==> config.mk <==
export PLATFORM = sky130hd
export DESIGN_NAME = exp_stream_ctrl_flat
export DESIGN_NICKNAME = d
export VERILOG_FILES = /design/src/rtl/exp_stream_ctrl_if.sv /design/src/rtl/exp_stream_ctrl.sv /design/src/flat_wrapper.sv
export SDC_FILE = /design/constraint.sdc
export NUM_CORES = 1
export LEC_CHECK = 0
export ABC_AREA = 1
export BUFFER_PORTS_ARGS = -buffer_cell sky130_fd_sc_hd__buf_4
export CELL_PAD_IN_SITES_DETAIL_PLACEMENT = 0
export CELL_PAD_IN_SITES_GLOBAL_PLACEMENT = 1
export CORE_MARGIN = 5
export CORE_UTILIZATION = 37
export CTS_CLUSTER_SIZE = 25
export DETAILED_ROUTE_END_ITERATION = 8
export PLACE_DENSITY = 0.77
export SYNTH_ARGS = -nofsm -noshare
export SYNTH_HDL_FRONTEND = slang
export SYNTH_SLANG_ARGS = --single-unit
==> constraint.sdc <==
create_clock -name clk -period 1.8 [get_ports clk]
set_input_delay 0.18 -clock clk [delete_from_list [all_inputs] [get_ports clk]]
set_output_delay 0.18 -clock clk [all_outputs]
set_load 0.02 [all_outputs]
==> src/rtl/exp_stream_ctrl_if.sv <==
// Operand/result stream bundle between the exp sequencer and its neighbours.
// slave = controller side, master = producer/consumer side.
`timescale 1ns/1ps
interface exp_stream_ctrl_if #(
  parameter int IN_W  = 9,
  parameter int OUT_W = 10
) ();
  logic             in_valid;
  logic             in_ready;
  logic [IN_W-1:0]  in_data;
  logic             out_valid;
  logic             out_ready;
  logic [OUT_W-1:0] out_data;
  logic             out_err;

  modport slave  (input  in_valid, in_data, out_ready,
                  output in_ready, out_valid, out_data, out_err);
  modport master (output in_valid, in_data, out_ready,
                  input  in_ready, out_valid, out_data, out_err);
endinterface

==> src/rtl/exp_stream_ctrl.sv <==
// Sequencer for the 8-iteration shift-add exp core: one init per operand,
// operand held for the whole op, stale done masked, result on a registered stream.
`timescale 1ns/1ps
module exp_stream_ctrl #(
  parameter int IN_W        = 9,
  parameter int OUT_W       = 10,
  parameter int GUARD_CYC   = 3,
  parameter int TIMEOUT_CYC = 20,
  parameter int CNT_W       = 5
) (
  input  logic              clk,
  input  logic              rst,
  exp_stream_ctrl_if.slave  s,
  output logic              exp_init,
  output logic [IN_W-1:0]   exp_value_in,
  input  logic [OUT_W-1:0]  exp_value_out,
  input  logic              exp_done,
  output logic              busy,
  output logic [15:0]       op_count
);
  typedef enum logic [1:0] {IDLE, INIT, RUN, HOLD} state_t;

  localparam logic [CNT_W-1:0] GUARD = CNT_W'(GUARD_CYC);
  localparam logic [CNT_W-1:0] TMO   = CNT_W'(TIMEOUT_CYC);

  state_t           state, state_nx;
  logic [CNT_W-1:0] cnt;
  logic [OUT_W-1:0] cap_data;
  logic             cap_err;
  logic             accept, qual_done, tmo_hit, load;

  assign s.in_ready = (state == IDLE) && !rst;
  assign accept     = s.in_valid && s.in_ready;
  assign qual_done  = (state == RUN) && (cnt >= GUARD) && exp_done;
  // a genuine done on the timeout cycle still wins over the timeout
  assign tmo_hit    = (state == RUN) && (cnt == TMO) && !qual_done;
  assign load       = (state == HOLD) && (!s.out_valid || s.out_ready);
  assign busy       = (state != IDLE);

  always_comb begin
    state_nx = state;
    case (state)
      IDLE:    if (accept) state_nx = INIT;
      INIT:    state_nx = RUN;
      RUN:     if (qual_done || tmo_hit) state_nx = HOLD;
      HOLD:    if (load) state_nx = IDLE;
      default: state_nx = IDLE;
    endcase
  end

  always_ff @(posedge clk) begin
    if (rst) begin
      state        <= IDLE;
      exp_init     <= 1'b0;
      exp_value_in <= '0;
      cnt          <= '0;
      cap_data     <= '0;
      cap_err      <= 1'b0;
      s.out_valid  <= 1'b0;
      s.out_data   <= '0;
      s.out_err    <= 1'b0;
      op_count     <= '0;
    end else begin
      state    <= state_nx;
      // registered so the pulse lines up exactly with the INIT cycle
      exp_init <= accept;
      if (accept) exp_value_in <= s.in_data;
      if (state == INIT)                 cnt <= '0;
      else if (state == RUN && cnt != TMO) cnt <= cnt + 1'b1;
      // the core overwrites value_out a few cycles after done, so grab it now
      if (qual_done || tmo_hit) begin
        cap_data <= exp_value_out;
        cap_err  <= tmo_hit;
      end
      if (load) begin
        s.out_valid <= 1'b1;
        s.out_data  <= cap_data;
        s.out_err   <= cap_err;
        op_count    <= op_count + 16'd1;
      end else if (s.out_valid && s.out_ready) begin
        s.out_valid <= 1'b0;
      end
    end
  end
endmodule

==> src/flat_wrapper.sv <==
// flat-port wrapper written by rule: the top's interface ports become plain ports
module exp_stream_ctrl_flat 
#(
  parameter int IN_W        = 9,
  parameter int OUT_W       = 10,
  parameter int GUARD_CYC   = 3,
  parameter int TIMEOUT_CYC = 20,
  parameter int CNT_W       = 5
)
  (clk, rst, exp_init, exp_value_in, exp_value_out, exp_done, busy, op_count, s_in_valid, s_in_data, s_out_ready, s_in_ready, s_out_valid, s_out_data, s_out_err);
  exp_stream_ctrl_if #(.IN_W(IN_W), .OUT_W(OUT_W)) s_i ();
  input  logic clk;
  input  logic rst;
  output logic exp_init;
  output logic [IN_W-1:0] exp_value_in;
  input  logic [OUT_W-1:0] exp_value_out;
  input  logic exp_done;
  output logic busy;
  output logic [15:0] op_count;
  input wire logic [$bits(s_i.in_valid)-1:0] s_in_valid;
  input wire logic [$bits(s_i.in_data)-1:0] s_in_data;
  input wire logic [$bits(s_i.out_ready)-1:0] s_out_ready;
  output wire logic [$bits(s_i.in_ready)-1:0] s_in_ready;
  output wire logic [$bits(s_i.out_valid)-1:0] s_out_valid;
  output wire logic [$bits(s_i.out_data)-1:0] s_out_data;
  output wire logic [$bits(s_i.out_err)-1:0] s_out_err;
  assign s_i.in_valid = s_in_valid;
  assign s_i.in_data = s_in_data;
  assign s_i.out_ready = s_out_ready;
  assign s_in_ready = s_i.in_ready;
  assign s_out_valid = s_i.out_valid;
  assign s_out_data = s_i.out_data;
  assign s_out_err = s_i.out_err;
  exp_stream_ctrl #(.IN_W(IN_W), .OUT_W(OUT_W), .GUARD_CYC(GUARD_CYC), .TIMEOUT_CYC(TIMEOUT_CYC), .CNT_W(CNT_W)) u_core (.clk(clk), .rst(rst), .s(s_i), .exp_init(exp_init), .exp_value_in(exp_value_in), .exp_value_out(exp_value_out), .exp_done(exp_done), .busy(busy), .op_count(op_count));
endmodule
After elaboration in Yosys (flattened, before gate mapping)
Index checks and enable logic that the tools add are counted.

storage, ports and cells
  output and inout port bits = 40
  input port bits = 24
  word-level logic and storage cells = 46
  flip-flop bits (word level) = 56

cells by class
  reduce and logical (&&, ||, !) cells = 19
  magnitude comparators = 1
  muxes and demuxes = 6
  add/subtract/negate cells = 2
  equality and inequality tests = 8

operators by type and width
  kind                     number
  $add A16 B1 Y16 const B  1
  $logic_and A1 B1 Y1      9
  $pmux W2 S4              1
  $mux W2                  3
  $ne A2 B1 Y1 const B     3
  $add A5 B1 Y5 const B    1
  $eq A5 B5 Y1 const B     1
  $ge A5 B2 Y1 const B     1
  $ne A5 B5 Y1 const B     1
  $eq A2 B2 Y1 const B     2
  $reduce_bool A2 Y1       2
  $logic_not A1 Y1         3
  $reduce_and A3 Y1        1
  $eq A2 B1 Y1 const B     1
  $logic_not A2 Y1         1
  $logic_or A1 B1 Y1       2
  $mux W1                  2
  $reduce_or A2 Y1         1

Depth between registers and ports, before layout
Gate-level depths: netlist (run 1).

  depth in word-level cells = 8
  depth in mapped cells = 9
  gate-level depth less buffers = 9

Least setup slack after synthesis (run 1)
OpenSTA, ideal clock, no wires.

  path kind = register to register
  start = register u_core.state[0]
  end = register u_core.state[1]
  arrival time = 1.401 ns
  data required time = 1.685 ns
  library setup time = 0.115 ns
  stages on the path, launching flop included = 10
  period minus slack after synthesis = 1.516 ns
  path slack = 0.284 ns
  buffers on the path = 0
  cell sequence = dfxtp_1 > inv_1 > ha_1 > inv_1 > nor2_2 > nand2_1 > a21oi_1 > nand3_1 > nand2_1 > nor2_1

on the way
  elaborated cells between the ends (all ways) = 18
  classes of those cells = eq/ne (6); mux (1); reduce/logical (11)

RTL lines
  item                                line                   source
  start: declaration                  exp_stream_ctrl.sv:26  state_t state, state_nx;
  start signal: assignment            exp_stream_ctrl.sv:64  state <= state_nx;
  $logic_not A2 Y1                    exp_stream_ctrl.sv:32  assign s.in_ready = (state == IDLE) && !rst;
  $logic_and A1 B1 Y1                 exp_stream_ctrl.sv:32
  net s_in_ready                      flat_wrapper.sv:23     output wire logic [$bits(s_i.in_ready)-1:0] s_in_ready;
  $logic_and A1 B1 Y1                 exp_stream_ctrl.sv:33  assign accept = s.in_valid && s.in_ready;
  $ne A2 B1 Y1 (no source line)       -
  $reduce_and A3 Y1 (no source line)  -

The timed path passes the listed nets, and every way through them passes these cells.
A chain may end at the register's enable or synchronous reset.

Final worst setup path (run 1)
  start = register u_core.state[1]
  end = register u_core.op_count[15]

on the way
  word-level cells in the longest chain between the ends = 2

ends and longest elaborated chain
  item                    line                   source
  $eq A2 B2 Y1            exp_stream_ctrl.sv:37  assign load = (state == HOLD) && (!s.out_valid || s.out_ready);
  $logic_and A1 B1 Y1     exp_stream_ctrl.sv:37
  end signal: assignment  exp_stream_ctrl.sv:79  op_count <= op_count + 16'd1;
  end: declaration        exp_stream_ctrl.sv:19  output logic [15:0] op_count

Every way passes these cells.

==> impl_metrics.json, run 1 <==
{
  "insertion_delay_ns": 0.30,
  "cp_slowest_cell": "dfxtp_1",
  "cp_cell_sequence": "ha_1 > inv_1 > a21oi_4 > nand4_2 > nor2_4 > nand3_1 > nand2_1 > nor2_1",
  "cts_tree": "yes",
  "dr.pass1.iters": 5,
  "hold_depth": 3,
  "synth_cell_types": 24,
  "ff2ff_path_depth": 8,
  "antenna_found_initial": 0,
  "syn_inst": 326,
  "synth_seq_area_share_pct": 46.98,
  "syn_area_mm2": 0.002386,
  "hold_viol": 0,
  "fin_tns_setup_ns": 0,
  "switching_share_pct": 31.06,
  "switchingPower_mw": 0.9506,
  "timing.final.crit_share_pct": 86.42,
  "yosysWarningCount": 0,
  "critPathRequiredTime_ns": 2.01,
  "grt_first_pass_wirelength_mm": 9.073,
  "clkSlewWorstSetupHoldPaths_ns": 0.10,
  "ant_nets": 0,
  "status": "completed",
  "grt_usage_pct": 12.98,
  "cts_hold_buf": 0,
  "max_freq_mhz": 642.8,
  "peakVddDrop_mv": 0.6232,
  "grt_overflow": 0,
  "n_fill_cell": 656,
  "wl_mm": 5.300,
  "final_common_cell": "nor2_1",
  "slowest_delay_ns": 0.39,
  "rsz0062_at_grt": "no",
  "critPathKind": "reg2reg",
  "clockBufferDepth": 2,
  "intPower_mw": 2.110,
  "die_w_um": 90.31,
  "grt_max_degree": 28,
  "port_buffers": 63,
  "leakagePower_nw": 1.382,
  "drt-initial-drc-count": 79,
  "hold_class": "in2reg",
  "io_pins": 64,
  "setup_viol": 0,
  "vias_per_cell": 4.600,
  "cts_buffers": 5,
  "power_frac_comb_pct": 25.5,
  "layout-drive-gt1-share_pct": 23.16,
  "clock_sinks": 56,
  "globalplace.congestion": 0.7845,
  "h-tree-depth": 2,
  "p_per_area_mw_per_mm2": 1001,
  "post_cts_buffers": 0,
  "syn_nets": 357,
  "grt_pass1_vias": 2021,
  "end_kind": "flip-flop",
  "die_y_um": 90.31,
  "start_util_pct": 37.79,
  "diodes": 0,
  "multiInputGateArea_mm2": 0.001076,
  "die_area_mm2": 0.008155,
  "max_cap_violations": 0,
  "critPathMaxFanout": 7,
  "yosys_register_bits": 56,
  "cts-root-buf": "clkbuf_8",
  "coreArea_mm2": 0.006314,
  "maxSlewHeadroom_pct": 81.85,
  "dpl.hpwl_mm": 4.024,
  "finalCriticalPeriod_ns": 1.556,
  "power_frac_seq_pct": 47.8,
  "finClkSkew_ns": 0.008643,
  "layout_common_cells": "nor2_1 (71), buf_4 (68), dfxtp_1 (56)",
  "whs_ns": 0.06595,
  "areaGrowthSynthToFinish_pct": 28.16,
  "pwr-share-clk_pct": 26.7,
  "slew_violations": 0,
  "cp.arrival_ns": 1.76,
  "route.detailed.drc": 0,
  "rows": 29,
  "wl_per_cell_um": 11.28,
  "register_area_mm2": 0.001121,
  "via_count": 2162,
  "syn_area_per_cell_um2": 7.319,
  "final_nets": 423,
  "start_kind": "flip-flop",
  "worstMarginPinSlew_ns": 0.2702
}
-- repair_timing --
action / CTS / global route
endpoints found under the setup margin: 0 / 1
gates resized for setup: 0 / 1
endpoints found under the hold margin: 0 / 0
-- area by class of cell --
type	count	share of cell area (%)
clock buffers	5	2.250
multi-input cells	223	35.19
flip-flops and latches	56	36.66
repair buffers	68	16.69
clock inverters	3	1.391
well taps	77	3.151
inverters	38	4.664
-- cell usage after synthesis, drive strengths merged --
library cell | instances | area, um^2
nand4 | 5 | 43.79
nor2 | 74 | 290.3
a21oi | 14 | 81.33
buf | 6 | 36.28
nand2 | 58 | 225.2
o31ai | 1 | 7.510
dfxtp | 56 | 1121
ha | 7 | 87.58
nand3 | 18 | 90.09
inv | 38 | 142.6
nor3 | 10 | 60.06
clkbuf | 3 | 12.51
o21bai | 1 | 7.510
nor3b | 2 | 15.01
o21ai | 33 | 165.2
-- critical path: cells and delay by family (launching register included) --
kind / cells / cell delay [ns]
fa+ha+maj: 1 / 0.18
flops: 1 / 0.39
simple gates: 5 / 0.57
compound gates: 1 / 0.23
buf+inv: 1 / 0.09
-- power groups by stage --
stage / Clock [mW] / Combinational, mW / Sequential (mW)
6_report: 0.818 / 0.779 / 1.46
4_1_cts: 0.860 / 0.792 / 1.46
5_1_grt: 0.900 / 0.876 / 1.48
3_5_place_dp: 0 / 0.789 / 1.49
2_1_floorplan: 0 / 0.357 / 1.61
3_3_place_gp: 0 / 0.789 / 1.49
-- per-stage QoR --
step | power, mW | util (%) | setup WS, ns | std cells | cell area [um^2]
4_1_cts | 3.116 | 48.39 | 0.1298 | 470 | 3055
3_5_place_dp | 2.282 | 46.63 | 0.1494 | 462 | 2944
6_report | 3.060 | 48.43 | 0.2444 | 470 | 3058
3_3_place_gp | 2.279 | 46.63 | 0.1799 | 462 | 2944
2_1_floorplan | 1.962 | - | 0.2838 | 326 | 2386
5_1_grt | 3.256 | 48.43 | 0.05852 | 470 | 3058
-- kinds of logic after synthesis --
family | Yosys count | synth area share (%)
compound gates | 49 | 10.96
flops | 56 | 46.98
simple gates | 167 | 30.36
fa+ha+maj | 7 | 3.671
buf+inv | 47 | 8.023
-- path summary, 6_finish.rpt --
check,from,to,slack [ns]
worst max-delay path,u_core.state[1]$_SDFFE_PP0P_,u_core.op_count[15]$_SDFFE_PP0P_,0.24
worst min-delay path,s_in_data[8],u_core.exp_value_in[8]$_SDFFE_PP0P_,0.07
worst max register to register,u_core.state[1]$_SDFFE_PP0P_,u_core.op_count[15]$_SDFFE_PP0P_,0.24
worst min register to register,u_core.exp_value_in[7]$_SDFFE_PP0P_,u_core.exp_value_in[7]$_SDFFE_PP0P_,0.47
-- metal layers --
| layer | routed length [um] | global-route usage [%] | part of all wire (%) | vias to the layer above |
|---|---|---|---|---|
| met5 | 0 | 0 | 0 | - |
| met2 | 2547 | 22.20 | 48 | 46 |
| met1 | 2488 | 16.30 | 47 | 951 |
| li1 | - | - | - | 1163 |
| met4 | 29 | 3.350 | 0.55 | 0 |
| met3 | 235 | 3.167 | 4.4 | 2 |
-- flip-flops by register name, indices dropped and copies added, names as in the netlist --
register             count
u_core.op_count         16
u_core.cap_data         10
u_core.cnt               5
u_core.s.out_err         1
u_core.state             2
u_core.s.out_data       10
u_core.s.out_valid       1
u_core.cap_err           1
u_core.exp_value_in      9
u_core.exp_init          1
(Power assumes the default switching activity.)
==> inputs of run 2 (changes only) <==
- RECOVER_POWER: default -> 100
==> run 2 against run 1 <==
Effect of this change: routed wire length is 0.58% higher; sequential power hardly changed; die area stayed put; clock skew hardly changed; clock power hardly changed.
==> impl_metrics.json, run 2 (synthesis gave the netlist of run 1 again) <==
{
  "largestRegisters": "u_core.op_count (16), u_core.cap_data (10), u_core.s.out_data (10)",
  "start_util_pct": 37.79,
  "cts-root-buf": "clkbuf_8",
  "setup_viol": 0,
  "grt_first_pass_wirelength_mm": 9.073,
  "clock_sinks": 56,
  "clkSlewWorstSetupHoldPaths_ns": 0.10,
  "port_buffers": 63,
  "final_nets": 423,
  "route.detailed.drc": 0,
  "h-tree-depth": 2,
  "io_pins": 64,
  "die_area_mm2": 0.008155,
  "worst_path_most_repeated_cell": "inv_1",
  "critPathMaxFanout": 11,
  "post-place-ws_ns": 0.1494,
  "layout-drive-gt1-share_pct": 11.20,
  "cts_tree": "yes",
  "layout_common_cells": "nor2_1 (73), dfxtp_1 (56), nand2_1 (54)",
  "critPathKind": "reg2reg",
  "dr.pass1.iters": 4,
  "fin_ws_ns": 0.2142,
  "critPathRequiredTime_ns": 2.01,
  "grt_overflow": 0,
  "diodes": 0,
  "clockBufferDepth": 2,
  "die_w_um": 90.31,
  "cts_hold_buf": 0,
  "leakagePower_nw": 1.209,
  "hold_class": "in2reg",
  "placed_area_mm2": 0.002944,
  "hold_viol": 0,
  "start_kind": "flip-flop",
  "grt_max_degree": 28,
  "antenna_found_initial": 0,
  "via_count": 2152,
  "n_fill_cell": 687,
  "cp_cell_sequence": "inv_1 > ha_1 > inv_1 > nor2_1 > inv_1 > nand2_2 > inv_1 > nor2_1 > nor2_1",
  "slew_violations": 0,
  "largest_reg_flops": 16,
  "finalCriticalPeriod_ns": 1.586,
  "wl_mm": 5.331,
  "grt_use_met2_pct": 22.20,
  "whs_ns": 0.06614,
  "coreArea_mm2": 0.006314,
  "rsz0062_at_grt": "no",
  "grt_usage_pct": 12.98,
  "cp.arrival_ns": 1.79,
  "vias_per_cell": 4.579,
  "busiest_layer": "met2",
  "final_area_mm2": 0.002888,
  "use_met3_pct": 3.167,
  "post_cts_buffers": 0,
  "peakVddDrop_mv": 0.6224,
  "rows": 29,
  "hp-start": "s_in_data[8]",
  "worstMarginPinSlew_ns": 0.4673,
  "drt-initial-drc-count": 71,
  "cp_slowest_cell": "dfxtp_1",
  "r2r_start": "u_core.state[0]$_SDFFE_PP0P_",
  "slowest_delay_ns": 0.34,
  "end_kind": "flip-flop",
  "dpl.hpwl_mm": 4.024,
  "ant_nets": 0,
  "areaGrowthSynthToFinish_pct": 21.03,
  "timing.final.crit_share_pct": 88.10,
  "globalplace.congestion": 0.7845,
  "fin_tns_setup_ns": 0,
  "max_cap_violations": 0,
  "maxSlewHeadroom_pct": 68.84,
  "grt_use_met1_pct": 16.30,
  "max_freq_mhz": 630.6,
  "finClkSkew_ns": 0.008583,
  "crit_start": "u_core.state[0]$_SDFFE_PP0P_",
  "p_per_area_mw_per_mm2": 1022,
  "grt_pass1_vias": 2021,
  "status": "completed",
  "insertion_delay_ns": 0.30,
  "final_common_cell": "nor2_1",
  "die_y_um": 90.31,
  "wl_per_cell_um": 11.34,
  "cts_buffers": 5,
  "regMostFlops": "u_core.op_count"
}
[run 2: changes by cell type in the layout (fill, tap and decap cells not counted), sizes merged]
cell / before / now
buf: 68 / 27
clkbuf: 5 / 46
[run 2: worst paths after layout]
path,endpoint,slack [ns],depth (start not counted)
max,u_core.cap_data[0]$_SDFFE_PP0P_,0.21,9
min,u_core.exp_value_in[8]$_SDFFE_PP0P_,0.07,3
max reg2reg,u_core.cap_data[0]$_SDFFE_PP0P_,0.21,9
min reg2reg,u_core.exp_value_in[6]$_SDFFE_PP0P_,0.47,2
[run 2: what timing repair did]
action	4_1_cts	5_1_grt
gates resized for setup	0	1
hold endpoints to repair	0	0
setup endpoints to repair	0	1
[run 2: where the power goes]
group	switching, mW	internal, mW	leakage (nW)	total [mW]
Combinational	0.448	0.222	0.701	0.671
Sequential	0.0873	1.37	0.454	1.46
Clock	0.408	0.413	0.0541	0.821
Total	0.944	2.01	1.21	2.95
[run 2: worst max-delay path, delay by kind of cell (launching register included)]
family,cells,cell delay [ns]
adder cells (fa/ha/maj),1,0.25
buffers and inverters,4,0.41
flip-flops,1,0.34
AND/OR/NAND/NOR,4,0.49
[run 2: metrics by stage]
| stage | cells | utilization [%] | power, mW |
|---|---|---|---|
| final | 470 | 45.74 | 2.953 |
| after global routing | 470 | 45.74 | 3.149 |
| after CTS | 470 | 48.39 | 3.116 |
| after detailed placement | 462 | 46.63 | 2.282 |
| after global placement | 462 | 46.63 | 2.279 |
| after floorplan | 326 | - | 1.962 |
[run 2: final cells by class]
class | instances | area, um^2 | area share [%]
flip-flops and latches | 56 | 1121 | 38.82
multi-input cells | 223 | 1060 | 36.70
repair buffers | 68 | 356.6 | 12.35
inverters | 38 | 142.6 | 4.939
well taps | 77 | 96.34 | 3.336
clock buffers | 5 | 68.82 | 2.383
clock inverters | 3 | 42.54 | 1.473
[run 2: per-layer routing]
metal / share of wire, % / wire [um]
met2: 48 / 2559
met4: 0.54 / 29
met3: 3.6 / 192
met1: 48 / 2550
met5: 0 / 0
